--- src/rtl/xor_word_sched_pkg.sv ---
// Shared types for the serial xor scheduler.
// FSM state encoding and requester index constants.
package xor_word_sched_pkg;

  typedef enum logic [1:0] {
    IDLE  = 2'd0,
    SHIFT = 2'd1,
    DONE  = 2'd2
  } state_t;

  localparam logic REQ0 = 1'b0;
  localparam logic REQ1 = 1'b1;

endpackage

--- src/rtl/xor_word_sched_xor.sv ---
// Single-bit xor primitive shared by both requesters.
// Kept as its own cell so only one instance exists.
module Xor (
  input  logic a,
  input  logic b,
  output logic out
);

  assign out = a ^ b;

endmodule

--- src/rtl/xor_word_sched.sv ---
// Round-robin scheduler sharing one 1-bit Xor between two requesters.
// Operands are xored serially, LSB first, one bit per clock.
module xor_word_sched
  import xor_word_sched_pkg::*;
#(
  parameter int WIDTH = 16,
  parameter int CNT_W = 5
) (
  input  logic             clk,
  input  logic             reset,
  input  logic             req0,
  input  logic [WIDTH-1:0] a0,
  input  logic [WIDTH-1:0] b0,
  input  logic             req1,
  input  logic [WIDTH-1:0] a1,
  input  logic [WIDTH-1:0] b1,
  output logic             ack0,
  output logic             ack1,
  output logic [WIDTH-1:0] out,
  output logic             valid,
  output logic             grant,
  output logic             busy
);

  state_t state, state_nx;

  logic [WIDTH-1:0] sa, sb, sr;
  logic [WIDTH-1:0] sr_nx;
  logic [CNT_W-1:0] cnt;
  logic             last_grant;
  logic             win;
  logic             any_req;
  logic             last_bit;
  logic             xbit;

  Xor u_xor (
    .a   (sa[0]),
    .b   (sb[0]),
    .out (xbit)
  );

  assign any_req  = req0 | req1;
  assign last_bit = (cnt == CNT_W'(WIDTH - 1));
  assign sr_nx    = {xbit, sr[WIDTH-1:1]};

  // Contention goes to whoever did not win last time.
  always_comb begin
    win = REQ0;
    unique case (1'b1)
      req0 & req1:  win = ~last_grant;
      req1 & ~req0: win = REQ1;
      default:      win = REQ0;
    endcase
  end

  always_ff @(posedge clk) begin
    if (reset) state <= IDLE;
    else       state <= state_nx;
  end

  always_comb begin
    state_nx = state;
    unique case (state)
      IDLE:    if (any_req) state_nx = SHIFT;
      SHIFT:   if (last_bit) state_nx = DONE;
      DONE:    state_nx = IDLE;
      default: state_nx = IDLE;
    endcase
  end

  always_comb begin
    busy  = (state != IDLE);
    valid = (state == DONE);
    ack0  = (state == DONE) && (grant == REQ0);
    ack1  = (state == DONE) && (grant == REQ1);
  end

  always_ff @(posedge clk) begin
    if (reset) begin
      sa         <= '0;
      sb         <= '0;
      sr         <= '0;
      out        <= '0;
      cnt        <= '0;
      grant      <= REQ0;
      last_grant <= REQ1;
    end else begin
      unique case (state)
        IDLE: begin
          if (any_req) begin
            sa         <= win ? a1 : a0;
            sb         <= win ? b1 : b0;
            grant      <= win;
            last_grant <= win;
            cnt        <= '0;
          end
        end
        SHIFT: begin
          sa  <= sa >> 1;
          sb  <= sb >> 1;
          sr  <= sr_nx;
          cnt <= cnt + CNT_W'(1);
          if (last_bit) out <= sr_nx;
        end
        default: ;
      endcase
    end
  end

endmodule

--- config.mk ---
export PLATFORM = sky130hd
export DESIGN_NAME = xor_word_sched
export DESIGN_NICKNAME = d
export VERILOG_FILES = /design/src/rtl/xor_word_sched_pkg.sv /design/src/rtl/xor_word_sched_xor.sv /design/src/rtl/xor_word_sched.sv
export SDC_FILE = /design/constraint.sdc
export NUM_CORES = 1
export LEC_CHECK = 0
export ABC_CLOCK_PERIOD_IN_PS = 3200
export CAP_MARGIN = 0
export CELL_PAD_IN_SITES_DETAIL_PLACEMENT = 0
export CELL_PAD_IN_SITES_GLOBAL_PLACEMENT = 2
export CORE_ASPECT_RATIO = 0.5
export CORE_MARGIN = 4
export CORE_UTILIZATION = 31
export CTS_CLUSTER_SIZE = 28
export DETAILED_ROUTE_END_ITERATION = 7
export GPL_ROUTABILITY_DRIVEN = 0
export PLACE_DENSITY_LB_ADDON = 0.2
export SLEW_MARGIN = 15
export SYNTH_ARGS = -nofsm -noshare
export SYNTH_HDL_FRONTEND = slang
export SYNTH_SLANG_ARGS = --single-unit
--- constraint.sdc ---
create_clock -name clk -period 3.2 [get_ports clk]
set_input_delay 0.64 -clock clk [delete_from_list [all_inputs] [get_ports clk]]
set_output_delay 0.64 -clock clk [all_outputs]
set_load 0.005 [all_outputs]
; Yosys cells after proc, flatten, opt, wreduce, memory -nomap -nowiden
; Cells that the tools add are included.
[op_classes]
add_sub_neg = 1
eq_ne = 5
mux = 12
bitwise = 7
n_reduce_logical = 9
[op_table]
columns = op, n
row1 = 16-bit two-way mux, 4
row2 = 16-bit one-hot mux with 2 select lines, 2
row3 = 5-bit one-hot mux with 2 select lines, 1
row4 = 2-bit AND reduction, 4
row5 = 5-bit by 1-bit adder with 5-bit output (second input constant), 1
row6 = 5-bit by 4-bit == test with 1-bit output (second input constant), 1
row7 = 5-bit two-way mux, 1
row8 = 2-bit two-way mux, 2
row9 = 2-bit inequality test (second input constant), 2
row10 = 2-bit one-hot mux with 2 select lines, 1
row11 = 2-bit nonzero test, 2
row12 = 1-bit NOT, 3
row13 = 1-bit AND, 2
row14 = 2-bit by 1-bit == test with 1-bit output (second input constant), 1
row15 = 2-bit == test (second input constant), 1
row16 = 1-bit logical AND, 2
row17 = 2-bit logical NOT, 1
row18 = 1-bit one-hot mux with 2 select lines, 1
row19 = 1-bit bitwise OR, 1
row20 = 1-bit XOR, 1
[word_totals]
reg_bits = 73
inputBits = 68
output_inout_bits = 21
wordCells = 42

; Longest topological paths before layout
[logic_depth]
word_depth = 6
mapped_depth = 8
depth_no_buf = 6

; By module
; From an unflattened synthesis, not the netlist that was laid out.
[unflattened]
cells_unflattened = 405
area_unflattened_um2 = 3563.4
[modules_own_cells]
columns = mod, instances, cells_each, area_each_um2, seq_area_each_um2
row1 = xor_word_sched, 1, 404, 3554.7, 1441.4
row2 = Xor, 1, 1, 8.8, 0.0

; Least setup slack after synthesis
; Ideal clock, no wire load.
[synth_path]
path_kind = reg-to-output
from = reg state[1]
to = out ack0
arrival_ns = 1.153
t_required_ns = 2.560
path_slack_ns = 1.407
stages_incl_launch_ff = 5
path_buffers = 2
cell_sequence = dfxtp_1 > buf_2 > clkbuf_1 > and2b_1 > nor2b_1
[synth_via]
elab_chain_cells = 2
[synth_rtl]
columns = item, line
row1 = from (decl), xor_word_sched.sv:25  ; state_t state, state_nx;
row2 = from (signal assigned), xor_word_sched.sv:58  ; else state <= state_nx;
row3 = 2-bit == test, n/a
row4 = net valid, xor_word_sched.sv:20  ; output logic valid,
row5 = 1-bit logical AND, xor_word_sched.sv:74  ; ack0 = (state == DONE) && (grant == REQ0);
row6 = to (decl), xor_word_sched.sv:17  ; output logic ack0,
; The timed path passes the listed nets, and every way through them passes these cells.

; Worst setup path in the final report
[layout_path]
from = reg state[1]
to = out ack0
[layout_via]
elab_chain_cells = 2
[layout_rtl]
columns = item, line
row1 = 2-bit == test, xor_word_sched.sv:74
row2 = 1-bit logical AND, xor_word_sched.sv:74
; No other way between the ends.

==> impl_metrics.env <==
export IMPL_fin_crit_sh=0.7148
export IMPL_share_seq_of_total_power=0.417
export IMPL_routedWlPerCell_um=13.90
export IMPL_die_area_mm2=0.01335
export IMPL_share_clk_of_total_power=0.461
export IMPL_fin_area_mm2=0.004823
export IMPL_area_sequential_mm2=0.001443
export IMPL_syn_avg_cell_area_um2=8.820
export IMPL_total_wire_length_after_detailed_routing_mm=8.632
export IMPL_grt_start_max_net_pins=74
export IMPL_cts_root_to_sink_buffers=2
export IMPL_finalCoreUtilization=0.4353
export IMPL_gr_usage_all_layers=0.1272
export IMPL_ratio_of_cells_with_drive_above_1_in_the_final_layout=0.06933
export IMPL_yosys_warnings=0
export IMPL_crit_type="flip-flop to output pin"
export IMPL_clk_root_buffer_cell="sky130_fd_sc_hd__clkbuf_16"
export IMPL_ios=89
export IMPL_rows=27
export IMPL_worst_path_max_fanout=16
export IMPL_finish_net_count=542
export IMPL_cts_tree="yes"
export IMPL_powerDensity_mw_per_mm2=482.6
export IMPL_holdCritPathClass="flip-flop to flip-flop"
export IMPL_clock_latency_ps=330
export IMPL_placed_cells_incl_taps=606
export IMPL_max_cap_violations=0
export IMPL_area_growth_syn_to_layout_pct=35.69
export IMPL_layout_cells_non_filler=621
export IMPL_fin_setup_tns_ps=0
export IMPL_p_leak_nw=1.789
export IMPL_power_frac_comb=0.122
export IMPL_multiInputGateArea_mm2=0.001919
export IMPL_ir_worst_vdd_mv=0.1960
export IMPL_pre_cts_ws_ps=885.1
export IMPL_critPathLaunch="state[1]"
export IMPL_antennaDiodeCount=0
export IMPL_slew_violations=0
export IMPL_finalWorstPathRequiredPeriod_ps=2287
export IMPL_internal_power_mw=1.795
export IMPL_cts_made_buffers=9
export IMPL_cts_repair_timing_setup_buffer_count=0
export IMPL_start_kind="flip-flop"
export IMPL_power_switching_uw=533.0
export IMPL_holdCritStartpoint="out[2]"
export IMPL_setup_viol=0
export IMPL_first_global_vias=2730
export IMPL_dp_hpwl_mm=5.374
export IMPL_cp_arrival_ps=1650
export IMPL_timing_rr_start="cnt[0]"
export IMPL_cts_reportedPaths_clkPinSlew_ps=60
export IMPL_portBuffers=88
export IMPL_synth_enable_flop_cells=0
export IMPL_hold_path_depth=2
export IMPL_first_iter_violations=168
export IMPL_clock_skews_ps=4.209
export IMPL_post_synthesis_cell_type_count=36
export IMPL_final_hold_worst_slack_ps=452.7
export IMPL_grt_pass1_wl_mm=13.84
export IMPL_antenna_found_initial=0
export IMPL_status="finished, final reports clean"
export IMPL_crit_path_max_incr_delay_ps=500
export IMPL_hold_viol=0
export IMPL_mappedNetlistNets=473
export IMPL_asyncSetResetFlopFracSynth=0
export IMPL_postSynthRegisterBits=72
export IMPL_crit_slowest_cell="sky130_fd_sc_hd__clkdlybuf4s50_1"
export IMPL_floorplan_initialDensity=0.3208
export IMPL_unrepaired_setup_endpoints_after_global_routing="no"
export IMPL_final_antenna_net_count=0
export IMPL_postSynthCellCount=403
export IMPL_critical_path_endpoint_type="output pin"
export IMPL_finalWorstSetupSlack_ps=912.7
export IMPL_post_dp_cell_area_mm2=0.004503
export IMPL_vias_per_cell=4.837
export IMPL_sw_frac_of_total=0.2290
export IMPL_yosys_most_used_dff="sky130_fd_sc_hd__dfxtp_1"
export IMPL_p_total_mw=2.328
export IMPL_detailroute_via_count=3004
export IMPL_final_fill_count=1165
export IMPL_cts_repair_resized=0
export IMPL_die_x_um=159.4
export IMPL_max_freq_mhz=437.2
export IMPL_chipHeight_um=83.72
export IMPL_syn_area_mm2=0.003555
export IMPL_remaining_routing_drc_violations=0
export IMPL_slew_headroom=0.4420
export IMPL_timing_worst_slew_pin_value_ps=837.0
export IMPL_first_pass_iters=4
export IMPL_numClockSinks=72
export IMPL_placeable_core_area_mm2=0.01108
export IMPL_mostFrequentLayoutCell="sky130_fd_sc_hd__clkdlybuf4s50_1"
export IMPL_mostFrequentLayoutCells="sky130_fd_sc_hd__clkdlybuf4s50_1 (87), sky130_fd_sc_hd__dfxtp_1 (71), sky130_fd_sc_hd__nand2_1 (61), sky130_fd_sc_hd__mux2i_1 (33), sky130_fd_sc_hd__a21oi_1 (33)"
export IMPL_hold_buffers=0
export IMPL_crit_chain="and2b_1, nor2b_1, clkdlybuf4s50_1"
export IMPL_grt_ovfl_total=0
export IMPL_worstRegToRegCells=6
export IMPL_proportion_of_synthesized_chip_area_in_sequential_cells=0.4055
export IMPL_worst_ep_required_time_ps=2560
export IMPL_htree_num_levels=3
==> state kept, by name, summed over array words and instances (netlist names) <==
signal and count:
cnt 5, sb 16, sa 16, sr 15, grant 1, out 16
last_grant 1, state 2
==> logic make-up after synthesis <==
kind of cell	after synthesis	synth area share
adders and majority gates	2	0.007039
AOI/OAI and AO/OA	105	0.1971
buffers and inverters	42	0.05913
and+or+nand+nor	147	0.2334
muxes	33	0.09293
DFF	72	0.4055
xor gates and xnor gates	2	0.004929
==> power by group through the flow <==
stage / logic [mW] / clock network (mW) / registers, mW
detailed placement: 0.289 / 0 / 0.990
CTS: 0.289 / 1.11 / 0.971
global placement: 0.288 / 0 / 0.989
global route: 0.311 / 1.15 / 0.977
finish: 0.284 / 1.07 / 0.971
floorplan: 0.168 / 0 / 0.981
==> worst paths after layout <==
kind / to / slack [ps]
hold / removal: out[2] / 450
setup / recovery: ack0 / 910
setup reg to reg: out[1] / 1330
hold reg to reg: out[2] / 450
==> cell type report <==
class | count | share of cell area
clock buffers | 10 | 0.04955
multi-input cells | 289 | 0.3979
well taps | 145 | 0.03761
repair buffers | 95 | 0.1951
clock inverters | 5 | 0.01686
flip-flops and latches | 72 | 0.2991
inverters | 5 | 0.003891
==> critical path, delay by kind of cell, from the launching register on <==
family	cells	cell delay, ps
DFF	1	490
and+or+nand+nor	2	330
buffers and inverters	1	500
==> metal layers <==
metal / part of all wire / GRT usage / vias up / routed length, um
met5: 0 / 0 / - / 0
met4: 0.0096 / 0.03307 / 0 / 83
met3: 0.040 / 0.04440 / 9 / 343
met2: 0.45 / 0.2013 / 55 / 3897
met1: 0.50 / 0.1661 / 1375 / 4307
li1: - / - / 1565 / -
==> cell usage after synthesis, types with 8 or more instances <==
master                     instances  share of area
sky130_fd_sc_hd__o22ai_1          28          0.049
sky130_fd_sc_hd__and2_1           31          0.055
sky130_fd_sc_hd__nor2_1            8         0.0084
sky130_fd_sc_hd__a211oi_1         30          0.063
sky130_fd_sc_hd__buf_2            15          0.021
sky130_fd_sc_hd__dfxtp_1          72           0.41
sky130_fd_sc_hd__nand2_1          61          0.064
sky130_fd_sc_hd__and3b_1          31          0.076
sky130_fd_sc_hd__mux2i_1          33          0.093
sky130_fd_sc_hd__clkbuf_1         17          0.018
sky130_fd_sc_hd__a21oi_1          33          0.046
Note: power is estimated with default switching activity, not from simulation.
